<file path="src/rtl/f1_pkg.sv">
// Shared types and constants for the F1 lights reaction timer.
//   react_state_t : reaction-timer FSM states
//   bcd_digit_t   : one packed BCD digit
//   BCD_MAX       : saturation value of the 4-digit ms counter
//   bcd_inc       : mod-10 increment of a single digit
package f1_pkg;

    typedef enum logic [2:0] {
        ST_IDLE        = 3'd0,
        ST_HOLD        = 3'd1,
        ST_TIMING      = 3'd2,
        ST_DONE        = 3'd3,
        ST_FALSE_START = 3'd4
    } react_state_t;

    typedef logic [3:0] bcd_digit_t;

    localparam logic [15:0] BCD_MAX = 16'h9999;

    function automatic bcd_digit_t bcd_inc(input bcd_digit_t d);
        return (d == 4'd9) ? 4'd0 : d + 4'd1;
    endfunction

endpackage

</file>
<file path="src/rtl/bcd_counter4.sv">
// Four-digit cascaded BCD up-counter that saturates at 9999.
//   clk, rst_n : clock, asynchronous active-low reset
//   clear      : synchronous clear to 0000 (wins over everything else)
//   enable     : count one step this cycle
//   freeze     : suppress a count that would otherwise happen this cycle
//   bcd        : [15:12] thousands ... [3:0] units
module bcd_counter4
    import f1_pkg::*;
(
    input  logic        clk,
    input  logic        rst_n,
    input  logic        clear,
    input  logic        enable,
    input  logic        freeze,
    output logic [15:0] bcd
);

    logic [15:0] cnt_q;
    logic [15:0] cnt_d;
    logic        carry;
    bcd_digit_t  digit;

    always_comb begin
        cnt_d = cnt_q;
        digit = 4'd0;
        // Counting stops at 9999 instead of rolling over to 0000.
        carry = enable & ~freeze & (cnt_q != BCD_MAX);
        for (int i = 0; i < 4; i++) begin
            digit = cnt_q[i*4 +: 4];
            if (carry) begin
                cnt_d[i*4 +: 4] = bcd_inc(digit);
            end
            // A digit passes the carry on only when it wraps 9 -> 0.
            carry = carry & (digit == 4'd9);
        end
        if (clear) begin
            cnt_d = 16'h0000;
        end
    end

    always_ff @(posedge clk or negedge rst_n) begin
        if (!rst_n) begin
            cnt_q <= 16'h0000;
        end else begin
            cnt_q <= cnt_d;
        end
    end

    assign bcd = cnt_q;

endmodule

</file>
<file path="src/rtl/f1_reaction_timer.sv">
// Random hold and reaction measurement for the F1 lights game.
// When start_delay rises the block holds for MIN_DELAY_MS + (lfsr_q << DELAY_SHIFT)
// ms, raises time_out (lights out), then counts ms in BCD until the reaction key
// is pressed. A press during the hold is a false start.
//   clk, rst_n   : clock, asynchronous active-low reset
//   tick_ms      : one-cycle enable per millisecond
//   start_delay  : level from the sequencer, high while all lights are on
//   lfsr_q       : random seed, sampled on the start_delay rising edge
//   react        : synchronised reaction key, active-high
//   time_out     : lights-out request (level, cleared once start_delay is low)
//   bcd          : reaction time in ms, four BCD digits
//   result_valid : bcd holds a valid reaction time
//   too_early    : false start detected
// Handshake: time_out is a level so a slower-clocked sequencer cannot miss it; it
// stays high until the sequencer drops start_delay.
module f1_reaction_timer
    import f1_pkg::*;
#(
    parameter int LFSR_W       = 7,
    parameter int DELAY_SHIFT  = 4,
    parameter int MIN_DELAY_MS = 500,
    parameter int DLY_W        = 12
) (
    input  logic              clk,
    input  logic              rst_n,
    input  logic              tick_ms,
    input  logic              start_delay,
    input  logic [LFSR_W-1:0] lfsr_q,
    input  logic              react,
    output logic              time_out,
    output logic [15:0]       bcd,
    output logic              result_valid,
    output logic              too_early
);

    react_state_t     state_q, state_d;
    logic [DLY_W-1:0] dly_cnt_q, dly_cnt_d;
    logic             time_out_q, time_out_d;
    logic             result_valid_q, result_valid_d;
    logic             too_early_q, too_early_d;
    logic             start_q, react_q;

    logic             start_rise;
    logic             react_rise;
    logic [DLY_W-1:0] dly_load;
    logic             bcd_clear;
    logic             bcd_en;
    logic             bcd_freeze;

    assign start_rise = start_delay & ~start_q;
    assign react_rise = react & ~react_q;
    assign dly_load   = DLY_W'(MIN_DELAY_MS) + (DLY_W'(lfsr_q) << DELAY_SHIFT);

    always_comb begin
        state_d        = state_q;
        dly_cnt_d      = dly_cnt_q;
        time_out_d     = time_out_q;
        result_valid_d = result_valid_q;
        too_early_d    = too_early_q;
        bcd_clear      = 1'b0;
        bcd_en         = 1'b0;
        bcd_freeze     = 1'b0;

        case (state_q)
            ST_IDLE, ST_DONE, ST_FALSE_START: begin
                if (start_rise) begin
                    dly_cnt_d      = dly_load;
                    result_valid_d = 1'b0;
                    too_early_d    = 1'b0;
                    bcd_clear      = 1'b1;
                    state_d        = ST_HOLD;
                end
            end
            ST_HOLD: begin
                // A press beats expiry landing in the same cycle.
                if (react_rise) begin
                    too_early_d = 1'b1;
                    time_out_d  = 1'b1;
                    state_d     = ST_FALSE_START;
                end else if (tick_ms) begin
                    if (dly_cnt_q <= DLY_W'(1)) begin
                        dly_cnt_d  = '0;
                        time_out_d = 1'b1;
                        state_d    = ST_TIMING;
                    end else begin
                        dly_cnt_d = dly_cnt_q - DLY_W'(1);
                    end
                end
            end
            ST_TIMING: begin
                // freeze drops a tick that coincides with the press, so bcd
                // keeps its pre-tick value.
                bcd_en     = tick_ms;
                bcd_freeze = react_rise;
                if (react_rise) begin
                    result_valid_d = 1'b1;
                    state_d        = ST_DONE;
                end
            end
            default: begin
                state_d = ST_IDLE;
            end
        endcase

        if (!start_delay) begin
            time_out_d = 1'b0;
        end
    end

    always_ff @(posedge clk or negedge rst_n) begin
        if (!rst_n) begin
            state_q        <= ST_IDLE;
            dly_cnt_q      <= '0;
            time_out_q     <= 1'b0;
            result_valid_q <= 1'b0;
            too_early_q    <= 1'b0;
            start_q        <= 1'b0;
            react_q        <= 1'b0;
        end else begin
            state_q        <= state_d;
            dly_cnt_q      <= dly_cnt_d;
            time_out_q     <= time_out_d;
            result_valid_q <= result_valid_d;
            too_early_q    <= too_early_d;
            start_q        <= start_delay;
            react_q        <= react;
        end
    end

    bcd_counter4 u_bcd (
        .clk    (clk),
        .rst_n  (rst_n),
        .clear  (bcd_clear),
        .enable (bcd_en),
        .freeze (bcd_freeze),
        .bcd    (bcd)
    );

    assign time_out     = time_out_q;
    assign result_valid = result_valid_q;
    assign too_early    = too_early_q;

endmodule

</file>
<file path="config.mk">
export PLATFORM = sky130hd
export DESIGN_NAME = f1_reaction_timer
export DESIGN_NICKNAME = d
export VERILOG_FILES = /design/src/rtl/f1_pkg.sv /design/src/rtl/bcd_counter4.sv /design/src/rtl/f1_reaction_timer.sv
export SDC_FILE = /design/constraint.sdc
export NUM_CORES = 1
export LEC_CHECK = 0
export CORE_UTILIZATION = 50
export CTS_CLUSTER_DIAMETER = 100
export CTS_CLUSTER_SIZE = 25
export DETAILED_ROUTE_END_ITERATION = 16
export DONT_BUFFER_PORTS = 1
export SLEW_MARGIN = 5
export SYNTH_ARGS = -nofsm -noshare
export SYNTH_HDL_FRONTEND = slang
export SYNTH_SLANG_ARGS = --single-unit
</file>
<file path="constraint.sdc">
create_clock -name clk -period 4.02 [get_ports clk]
set_clock_uncertainty 0.05 [all_clocks]
set_input_delay 0.804 -clock clk [delete_from_list [all_inputs] [get_ports clk]]
set_output_delay 0.804 -clock clk [all_outputs]
set_load 0.02 [all_outputs]
</file>
* Word-level counts from Yosys, hierarchy flattened
Index checks and enable logic that the tools add are counted.
** Word-level totals
- Register bits :: 36
- Output and inout port bits :: 19
- Logic and storage cells :: 93
** Operators by class
- Add/subtract/negate cells :: 6
- Order comparisons :: 1
- Equal/unequal tests :: 19
- Muxes and demuxes :: 33
- Bitwise logic cells :: 10
- Reduce and logical (&&, ||, !) cells :: 13
** Operators by type and width (count)
- 12-bit two-way mux :: 4
- 4-bit two-way mux :: 8
- 12-bit case mux with 2 select lines :: 1
- 4-bit by 1-bit adder with 4-bit output (second input constant) :: 4
- 4-bit == test (second input constant) :: 4
- 16-bit two-way mux :: 1
- 16-bit != test (second input constant) :: 1
- 3-bit two-way mux :: 5
- 9-bit by 11-bit adder with 12-bit output (first input constant) :: 1
- 12-bit by 1-bit less-or-equal comparator with 1-bit output (second input constant) :: 1
- 2-bit nonzero test :: 6
- 12-bit by 1-bit subtractor with 12-bit output (second input constant) :: 1
- 1-bit two-way mux :: 11
- 2-bit != test (second input constant) :: 5
- 3-bit case mux with 3 select lines :: 1
- 3-bit AND reduction :: 3
- 4-bit AND reduction :: 2
- 1-bit AND :: 7
- 3-bit by 2-bit == test with 1-bit output (second input constant) :: 2
- 3-bit != test (second input constant) :: 2
- 1-bit case mux with 2 select lines :: 2
- 3-bit by 1-bit == test with 1-bit output (second input constant) :: 1
- 3-bit == test (second input constant) :: 1
- 3-bit zero test :: 1
- 5 further kinds :: 7

* Depth between registers and ports, before layout
Gate-level depths: netlist (run 1).
- Depth after elaboration :: 11
- Mapped depth :: 8

* Hierarchy
From an unflattened synthesis (run 1), not the netlist that was laid out.
** Second synthesis, totals
- Cells, all modules :: 258
- Area total of the unflattened synthesis :: 2297.2 um^2
** Modules (own cells, without submodules)
- f1_reaction_timer :: instances 1, cells an instance 150, area each 1290.0 um^2
- bcd_counter4 :: instances 1, cells an instance 108, area each 1007.2 um^2

* Worst setup path after synthesis (run 1)
OpenSTA, ideal clock, no wires.
- Kind :: reg2reg
- From :: reg dly_cnt_q[0]
- To :: reg dly_cnt_q[8]
- Library setup time :: 66 ps
- Arrival :: 2143 ps
- Required time :: 3904 ps
- Slack :: 1761 ps
- Stages on the path, launching flop included :: 8
- Buffers on the path :: 0
- Path through :: dfrtp_1 -> inv_1 -> ha_1 -> or3b_2 -> or3_1 -> or4_1 -> o21ai_0 -> a22o_1
** Between the ends
- Word-level cells in the longest chain between the ends :: 5
** Ends and longest elaborated chain
- start, declared :: line f1_reaction_timer.sv:37 : logic [DLY_W-1:0] dly_cnt_q, dly_cnt_d;
- start signal, assigned :: line f1_reaction_timer.sv:121 : dly_cnt_q <= dly_cnt_d;
- 12-bit by 1-bit subtractor with 12-bit output / 12-bit by 1-bit less-or-equal comparator with 1-bit output (equally long branches) :: line f1_reaction_timer.sv:86, f1_reaction_timer.sv:81
- 12-bit two-way mux * :: line f1_reaction_timer.sv:81 : if (dly_cnt_q <= DLY_W'(1)) begin
- 12-bit two-way mux * :: line f1_reaction_timer.sv:80 : end else if (tick_ms) begin
- 12-bit two-way mux * :: line f1_reaction_timer.sv:76 : if (react_rise) begin
- 12-bit case mux with 2 select lines * :: line f1_reaction_timer.sv:64 : case (state_q)
Every way passes the cells marked *; elsewhere a longest branch is shown, timed or not. The select of a mux whose other input is x is not followed.
A chain may end at the register's enable or synchronous reset.

* Worst setup path after layout (run 1)
Same ends and word-level chain as after synthesis.

==> impl_metrics.json, run 1 <==
{
  "ctsHoldBuffers": 0,
  "grt_start_max_net_pins": 37,
  "syn_avg_cell_area_sq_um": 8.95,
  "io_buffers": 0,
  "synth_edf_count": 0,
  "post_drt_wl_per_cell_um": 16.3,
  "io_pins": 31,
  "numCtsBuffers": 5,
  "post_cts_buffers": 0,
  "post-place-ws_ns": 1.57,
  "clk_pin_slew_ns": 0.07,
  "worst_slack_ns": 1.56,
  "dpl.hpwl_um": 3320,
  "fillers": 377,
  "synthCells": 237,
  "async_flop_share_pct": 100,
  "grt_antenna_before_repair": 0,
  "cts_sinks": 36,
  "ys_types": 44,
  "rows": 23,
  "r2r_start": "dly_cnt_q[0]",
  "hold_violations": 0,
  "final_cell_count_no_fill": 289,
  "fin_area_sq_um": 2280,
  "dr.pass1.iters": 4,
  "clk_path_buf_depth": 2,
  "p_leak_nw": 0.945,
  "ys_seq_area_share_pct": 42.5,
  "overflow": 0,
  "gp_congestion": 0.812,
  "synth_area_sq_um": 2120,
  "worstPathArrival_ns": 2.64,
  "slew_viol_final": 0,
  "ys.flop_type": "dfrtp_1",
  "synth_area_leader_cell": "dfrtp_1",
  "fin_hold_ws_ns": 0.157,
  "vias_per_cell": 6.35,
  "ant_nets": 0,
  "synthToLayoutAreaGrowth_pct": 7.73,
  "place_inst": 281,
  "fp.dieH_um": 67.1,
  "h-tree-depth": 2,
  "drc": 0,
  "seq_area_sq_um": 901,
  "power.total_mw": 1.30,
  "critPathRequiredTime_ns": 4.20,
  "synth_commonest_cells": "36 x dfrtp_1, 22 x o21ai_0, 20 x nor2_1, 18 x nand2_1",
  "synth_nets": 252,
  "dr_total_vias": 1836,
  "ys_seq_elements": 36,
  "cts_resized": 0,
  "final_nets": 253,
  "worst_pin_slew_ns": 1.01,
  "tns_ns": 0,
  "finalSetupViolCount": 0,
  "hp-class": "primary input to asynchronous set/reset pin",
  "synth.most_common_cell": "dfrtp_1",
  "core_sq_um": 4030,
  "ys_warn_count": 0,
  "multi_input_area_sq_um": 1150,
  "fmax_mhz": 407,
  "grt_pass1_wl_um": 7900,
  "die_w_um": 67.1,
  "cts_tree": "yes",
  "cp-end-kind": "register",
  "rsz0062_at_grt": "false",
  "dieArea_sq_um": 4510,
  "diodes": 0,
  "cap_violations": 0,
  "outcome": "complete, no violations",
  "drt-total-wl_um": 4720,
  "grt_pass1_vias": 1707,
  "fin_crit_sh_pct": 61.2,
  "startpoint_type": "register",
  "slew_headroom_pct": 31.5,
  "cts_root_buf": "clkbuf_8",
  "yosys-top-cells-area": "dfrtp_1 42%, o21ai_0 5.2%, a22o_1 3.7%",
  "initial_utilization_pct": 52.6,
  "layout-drive-gt1-share_pct": 5.86,
  "p_per_area_nw_per_um2": 569,
  "min_period_ns": 2.46,
  "utilization_pct": 56.7,
  "netlist.area_leader.share_pct": 42.5,
  "peakVddDrop_mv": 0.312,
  "grtUsageTotal_pct": 22.9,
  "clk_latency_ns": 0.28,
  "place_area_sq_um": 2160,
  "dr.first_iter.drc_count": 112,
  "crit_start": "dly_cnt_q[0]",
  "crit_fanout": 4,
  "timing_worst_setup_path_type": "register to register"
}
[power by group]
group | total, mW | switching [mW] | internal [mW]
combinational | 0.415 | 0.242 | 0.173
clock | 0.348 | 0.129 | 0.219
sequential | 0.537 | 0.102 | 0.436
total | 1.30 | 0.473 | 0.827
[area by class of cell]
cell class | instances | share of cell area (%)
Inverter | 10 | 1.64
Clock inverter | 1 | 1.31
Sequential cell | 36 | 39.4
Tap cell | 50 | 2.74
Multi-Input combinational cell | 184 | 50.3
Clock buffer | 7 | 4.22
Timing Repair Buffer | 1 | 0.329
[critical path, stage by stage (launching register included)]
cell,delay (ns)
dfrtp_1,0.41
inv_1,0.10
ha_1,0.23
or3b_2,0.51
or3_1,0.39
or4_1,0.40
o21ai_0,0.17
a22o_1,0.14
[metal layers]
layer / vias to the layer above / GRT usage, % / part of all wire (%)
li1: 889 / - / -
met1: 898 / 32.7 / 48
met2: 47 / 34.0 / 47
met3: 2 / 5.31 / 4.4
met4: 0 / 6.91 / 0.32
met5: - / 0 / 0
[kinds of logic after synthesis]
| logic type | Yosys count | share of synthesized area, % |
|---|---|---|
| muxes | 2 | 0.944 |
| and+or+nand+nor | 103 | 27.9 |
| xor gates and xnor gates | 8 | 3.30 |
| adders and majority gates | 3 | 1.77 |
| AOI/OAI and AO/OA | 68 | 20.3 |
| DFF | 36 | 42.5 |
| buffers and inverters | 17 | 3.30 |
[cell usage in the layout, fill, tap and decap left out, types with 2 or more instances in the layout]
| cell type | n |
|---|---|
| a22o_1 | 9 |
| a22oi_1 | 2 |
| inv_1 | 10 |
| dfrtp_1 | 36 |
| and4_1 | 2 |
| a21oi_1 | 10 |
| nor3b_1 | 3 |
| o21bai_1 | 2 |
| o22ai_1 | 4 |
| o41ai_1 | 3 |
| mux2i_1 | 2 |
| nand2b_1 | 9 |
| or3_1 | 5 |
| nand2_1 | 18 |
| clkbuf_8 | 7 |
| nor4_1 | 2 |
| nor2b_1 | 10 |
| or4_1 | 3 |
| o21ai_0 | 21 |
| o31ai_1 | 2 |
| o21ai_1 | 6 |
| xor2_1 | 4 |
| nor3_1 | 7 |
| nor2_1 | 20 |
| nand3_1 | 6 |
| or4_4 | 2 |
| nand4_1 | 7 |
| a31oi_1 | 3 |
| xnor2_1 | 4 |
| nor4bb_1 | 4 |
| ha_1 | 3 |
[final timing paths]
check                      slack (ns)  depth (start not counted)       endpoint
hold / removal                   0.16                          0       time_out
setup / recovery                 1.56                          7   dly_cnt_q[8]
max in group asynchronous        3.67                          0  dly_cnt_q[11]
setup reg to reg                 1.56                          7   dly_cnt_q[8]
min in group clk                 0.48                          1   dly_cnt_q[9]
hold reg to reg                  0.48                          1   dly_cnt_q[9]
[registers in the layout (all words and copies together) (netlist names)]
name and cells:
result_valid 1, u_bcd.bcd 16, dly_cnt_q 12, time_out 1, too_early 1, state_q 3, react_q 1, start_q 1
No activity file was read; power rests on OpenSTA's default activity.
==> inputs of run 2 (changes only) <==
- PLACE_DENSITY: not set -> 0.68
- clock period: 4.02 -> 2.1 ns (I/O delays scaled with it)
==> run 2 against run 1 <==
The flow now finishes with violations (setup timing). Clock power up 51%. Hold slack got worse by 0.063 ns. Wire length up 4.8%.
==> impl_metrics.json, run 2 (synthesis gave the netlist of run 1 again) <==
{
  "timing_worst_setup_path_type": "register to register",
  "violations": "setup timing",
  "rows": 23,
  "critPathRequiredTime_ns": 2.29,
  "io_pins": 31,
  "h-tree-depth": 2,
  "cts_root_buf": "clkbuf_8",
  "fillers": 335,
  "gp_congestion": 0.795,
  "r2r_start": "dly_cnt_q[0]",
  "drc": 0,
  "fp.dieH_um": 67.1,
  "clk_path_buf_depth": 2,
  "diodes": 0,
  "p_leak_nw": 1.16,
  "layout-drive-gt1-share_pct": 23.5,
  "worst_slack_ns": -0.0278,
  "numCtsBuffers": 5,
  "dr.pass1.iters": 4,
  "grt_start_max_net_pins": 37,
  "grt_pass1_vias": 1817,
  "final_nets": 295,
  "dpl.hpwl_um": 3540,
  "overflow": 0,
  "grt_antenna_before_repair": 0,
  "fin_crit_sh_pct": 101,
  "core_sq_um": 4030,
  "peakVddDrop_mv": 0.636,
  "post_drt_wl_per_cell_um": 15.0,
  "initial_utilization_pct": 52.6,
  "cp-end-kind": "register",
  "hp-start": "react",
  "crit_fanout": 4,
  "rsz0062_at_grt": "true",
  "worstPathArrival_ns": 2.32,
  "tns_ns": -0.0278,
  "hp-class": "primary input to register",
  "io_buffers": 0,
  "final_common_cell": "buf_4",
  "grt_pass1_wl_um": 8160,
  "layout_common_cells": "41 x buf_4, 36 x dfrtp_1, 20 x nor2_1, 19 x o21ai_0, 18 x nand2_1",
  "ant_nets": 0,
  "die_w_um": 67.1,
  "cts_sinks": 36,
  "crit_start": "dly_cnt_q[0]",
  "vias_per_cell": 5.98,
  "min_period_ns": 2.13,
  "reg2regPathDepth": 7,
  "fmax_mhz": 470,
  "grtUsageTotal_pct": 24.5,
  "clk_pin_slew_ns": 0.08,
  "slew_viol_final": 0,
  "p_per_area_nw_per_um2": 1020,
  "dieArea_sq_um": 4510,
  "dr.first_iter.drc_count": 125,
  "outcome": "finished with violations",
  "hold_violations": 0,
  "worst_pin_slew_ns": 0.617,
  "finalSetupViolCount": 1,
  "startpoint_type": "register",
  "clk_latency_ns": 0.30,
  "cap_violations": 0,
  "holdPathStages": 0,
  "fin_hold_ws_ns": 0.0936,
  "synthToLayoutAreaGrowth_pct": 24.2,
  "dr_total_vias": 1978,
  "drt-total-wl_um": 4950,
  "largest_reg_flops": 16,
  "cts_tree": "yes",
  "slew_headroom_pct": 58.3
}
run 2: where the power goes:
part / total, mW / internal (mW) / switching (mW)
logic: 1.20 / 0.593 / 0.604
clock network: 0.526 / 0.262 / 0.264
registers: 0.968 / 0.834 / 0.134
total: 2.69 / 1.69 / 1.00
run 2: critical path, cell delays in order, from the launching register on:
cell and delay (ns):
dfrtp_1 0.40, inv_2 0.09, ha_4 0.13, or3b_4 0.37, or3_4 0.35, or4_1 0.41
o21ai_1 0.14, a22o_1 0.13
run 2: layer usage:
metal	share of wire (%)	track usage (%)	vias to the layer above	routed length, um
li1	-	-	969	-
met2	43	35.6	53	2150
met5	0	0	-	0
met4	1.2	7.98	0	58
met1	50	34.2	951	2470
met3	5.4	7.53	5	266
run 2: area by class of cell:
type,instances,area (sq um),share of cell area (%)
clock buffers,6,82.6,3.14
clock inverters,2,10.0,0.380
inverters,10,37.5,1.43
multi-input cells,184,1200,45.7
flip-flops and latches,36,901,34.2
well taps,50,62.6,2.38
repair buffers,43,338,12.8
run 2: timing repair:
item                                    in CTS  in global routing
buffers inserted                             1                  1
pin swaps                                    0                  1
resized for setup                            1                  7
endpoints found under the setup margin       2                  5
hold endpoints to repair                    36                  0
hold buffers                                 2                  0
cloned                                       0                  0
run 2: metrics by stage:
stage	setup slack (ns)	power, mW	util [%]	cells	instance area, sq um
4_1_cts	-0.0135	2.68	64.8	330	2610
3_5_place_dp	-0.0240	2.11	61.4	319	2470
5_1_grt	-0.103	2.89	65.4	331	2630
3_3_place_gp	0.0380	2.09	61.4	319	2470
2_1_floorplan	0.00242	1.70	-	237	2150
6_report	-0.0278	2.69	65.4	331	2630
run 2: worst paths after layout:
path,slack [ns],endpoint
worst min-delay path,0.09,react_q
max in group asynchronous,1.28,u_bcd.bcd[4]
min in group asynchronous,0.53,dly_cnt_q[7]
worst max-delay path,-0.03,dly_cnt_q[8]
worst min register to register,0.49,dly_cnt_q[9]
worst max register to register,-0.03,dly_cnt_q[8]
==> inputs of run 3 (changes only) <==
--- a/config.mk
+++ b/config.mk
@@ -6,10 +6,9 @@
 export NUM_CORES = 1
 export LEC_CHECK = 0
-export CORE_UTILIZATION = 50
+export CORE_UTILIZATION = 30
 export CTS_CLUSTER_DIAMETER = 100
 export CTS_CLUSTER_SIZE = 25
 export DETAILED_ROUTE_END_ITERATION = 16
 export DONT_BUFFER_PORTS = 1
-export PLACE_DENSITY = 0.68
 export SLEW_MARGIN = 5
 export SYNTH_ARGS = -nofsm -noshare
--- a/constraint.sdc
+++ b/constraint.sdc
@@ -3,3 +3,3 @@
 set_input_delay 0.42 -clock clk [delete_from_list [all_inputs] [get_ports clk]]
 set_output_delay 0.42 -clock clk [all_outputs]
-set_load 0.02 [all_outputs]
+set_load 0.01 [all_outputs]
==> run 3 against run 2 <==
The run still ends with setup timing left. Clock power is 2% lower. Sequential share of layout area is 0.84 points lower. Design area is 2.5% higher. Combinational power is 3% higher. Wire length is 5.4% higher. Critical path depth is 2 lower. Setup slack better by 0.010 ns. Sequential cell count stayed put. Critical path type unchanged. Largest cell class unchanged. Highest routed layer unchanged.
==> impl_metrics.json, run 3 (synthesis gave the netlist of run 1 again) <==
{
  "r2r_start": "dly_cnt_q[3]",
  "fin_area_sq_um": 2700,
  "grt_start_max_net_pins": 37,
  "violations": "setup timing",
  "internal-power_mw": 1.71,
  "final_nets": 292,
  "worst_pin_slew_ns": 0.436,
  "route.met2.wl_um": 2440,
  "gp_congestion": 0.801,
  "initial_utilization_pct": 31.2,
  "hp-start": "react",
  "startpoint_type": "register",
  "clk_path_buf_depth": 2,
  "clkPwrFrac_pct": 18.9,
  "fillers": 664,
  "cts_tree": "yes",
  "grt_pass1_vias": 1818,
  "die_w_um": 86.1,
  "fp.dieH_um": 86.1,
  "io_pins": 31,
  "switchingPower_mw": 1.02,
  "slew_headroom_pct": 70.8,
  "h-tree-depth": 2,
  "switching_share_pct": 37.3,
  "peakVddDrop_mv": 0.274,
  "rows": 30,
  "m1WireLength_um": 2450,
  "cp-end-kind": "register",
  "grt_antenna_before_repair": 0,
  "cap_violations": 0,
  "cpMostUsedCell": "or4_4",
  "hp-class": "primary input to register",
  "power.total_mw": 2.72,
  "synthToLayoutAreaGrowth_pct": 27.3,
  "slowest_delay_ns": 0.53,
  "cp_top_family": "simple AND/OR/NAND/NOR gates",
  "fin_hold_ws_ns": 0.109,
  "combPwrFrac_pct": 45.5,
  "vias_per_cell": 5.21,
  "worst_slack_ns": -0.0178,
  "rsz0062_at_grt": "true",
  "dr.first_iter.drc_count": 118,
  "layout-drive-gt1-share_pct": 23.4,
  "fin_crit_sh_pct": 101,
  "clk_latency_ns": 0.28,
  "dr_wl_met3_um": 276,
  "worst_path_max_delay_cell": "or4_4",
  "largest_reg_flops": 16,
  "numCtsBuffers": 5,
  "outcome": "finished with violations",
  "fmax_mhz": 472,
  "dr_total_vias": 1949,
  "cp_num_buf_inv": 0,
  "dieArea_sq_um": 7410,
  "clk_pin_slew_ns": 0.07,
  "finalSetupViolCount": 2,
  "overflow": 0,
  "cts_sinks": 36,
  "cts_root_buf": "clkbuf_8",
  "p_per_area_nw_per_um2": 1010,
  "crit_start": "dly_cnt_q[3]",
  "seq_area_sq_um": 901,
  "dr.max_layer_used": "met4",
  "multi_input_area_sq_um": 1240,
  "io_buffers": 0,
  "crit_fanout": 6,
  "post_drt_wl_per_cell_um": 13.9,
  "critPathRequiredTime_ns": 2.27,
  "path_cells": "or4_4 > or3_4 > or4_4 > o21ai_2 > a22o_1",
  "utilization_pct": 39.7,
  "dr.pass1.iters": 4,
  "drc": 0,
  "min_period_ns": 2.12,
  "drt-total-wl_um": 5220,
  "slew_viol_final": 0,
  "core_sq_um": 6790,
  "layout_common_cells": "36 x dfrtp_1, 36 x buf_4, 20 x nor2_1, 20 x o21ai_0, 18 x nand2_1",
  "place_area_sq_um": 2490,
  "diodes": 0,
  "timing_worst_setup_path_type": "register to register",
  "ant_nets": 0,
  "grt_pass1_wl_um": 8450,
  "grtUsageTotal_pct": 14.0,
  "dpl.hpwl_um": 3620,
  "worstPathArrival_ns": 2.28,
  "pwr-share-seq_pct": 35.7,
  "hold_violations": 0,
  "p_leak_nw": 1.15
}
[run 3: metrics by stage]
stage / instances / setup TNS, ns / setup slack (ns)
after floorplan: 237 / 0 / 0.00242
after global placement: 359 / -0.00457 / -0.00333
after detailed placement: 359 / -0.0451 / -0.0291
after CTS: 371 / -0.0214 / -0.0214
after global routing: 374 / -0.307 / -0.0975
final: 374 / -0.0328 / -0.0178
[run 3: per-layer routing]
layer / global-route usage (%) / vias to the layer above
met2: 22.1 / 52
met3: 3.18 / 6
met1: 19.1 / 932
li1: - / 959
met5: 0 / -
met4: 4.39 / 0
[run 3: what timing repair did]
| action | 4_1_cts | 5_1_grt |
|---|---|---|
| hold endpoints to repair | 36 | 0 |
| pin swaps | 0 | 8 |
| setup buffers | 1 | 3 |
| hold buffers | 2 | 0 |
| gates resized for setup | 1 | 10 |
| setup endpoints to repair | 4 | 13 |
| cloned | 1 | 0 |
[run 3: path summary, 6_finish.rpt]
check                                      to  slack (ns)  cells after the start
worst min-delay path                  react_q        0.11                      0
worst max-delay path             dly_cnt_q[9]       -0.02                      5
worst max register to register   dly_cnt_q[9]       -0.02                      5
worst min register to register   dly_cnt_q[9]        0.47                      1
min in group asynchronous       u_bcd.bcd[14]        0.57                      2
max in group asynchronous        dly_cnt_q[9]        1.24                      2
[run 3: cell type report]
cell class | instances | share of cell area, %
clock buffer | 7 | 3.20
clock inverter | 1 | 0.278
tap | 96 | 4.45
multi-input combinational | 185 | 45.8
sequential | 36 | 33.4
inverter | 10 | 1.39
timing repair buffer | 39 | 11.5
[run 3: power by group through the flow]
stage	Sequential [mW]	Clock [mW]	Combinational, mW
3_3_place_gp	0.975	0	1.09
5_1_grt	0.990	0.563	1.37
2_1_floorplan	0.980	0	0.713
3_5_place_dp	0.977	0	1.10
4_1_cts	0.966	0.532	1.15
6_report	0.971	0.514	1.24
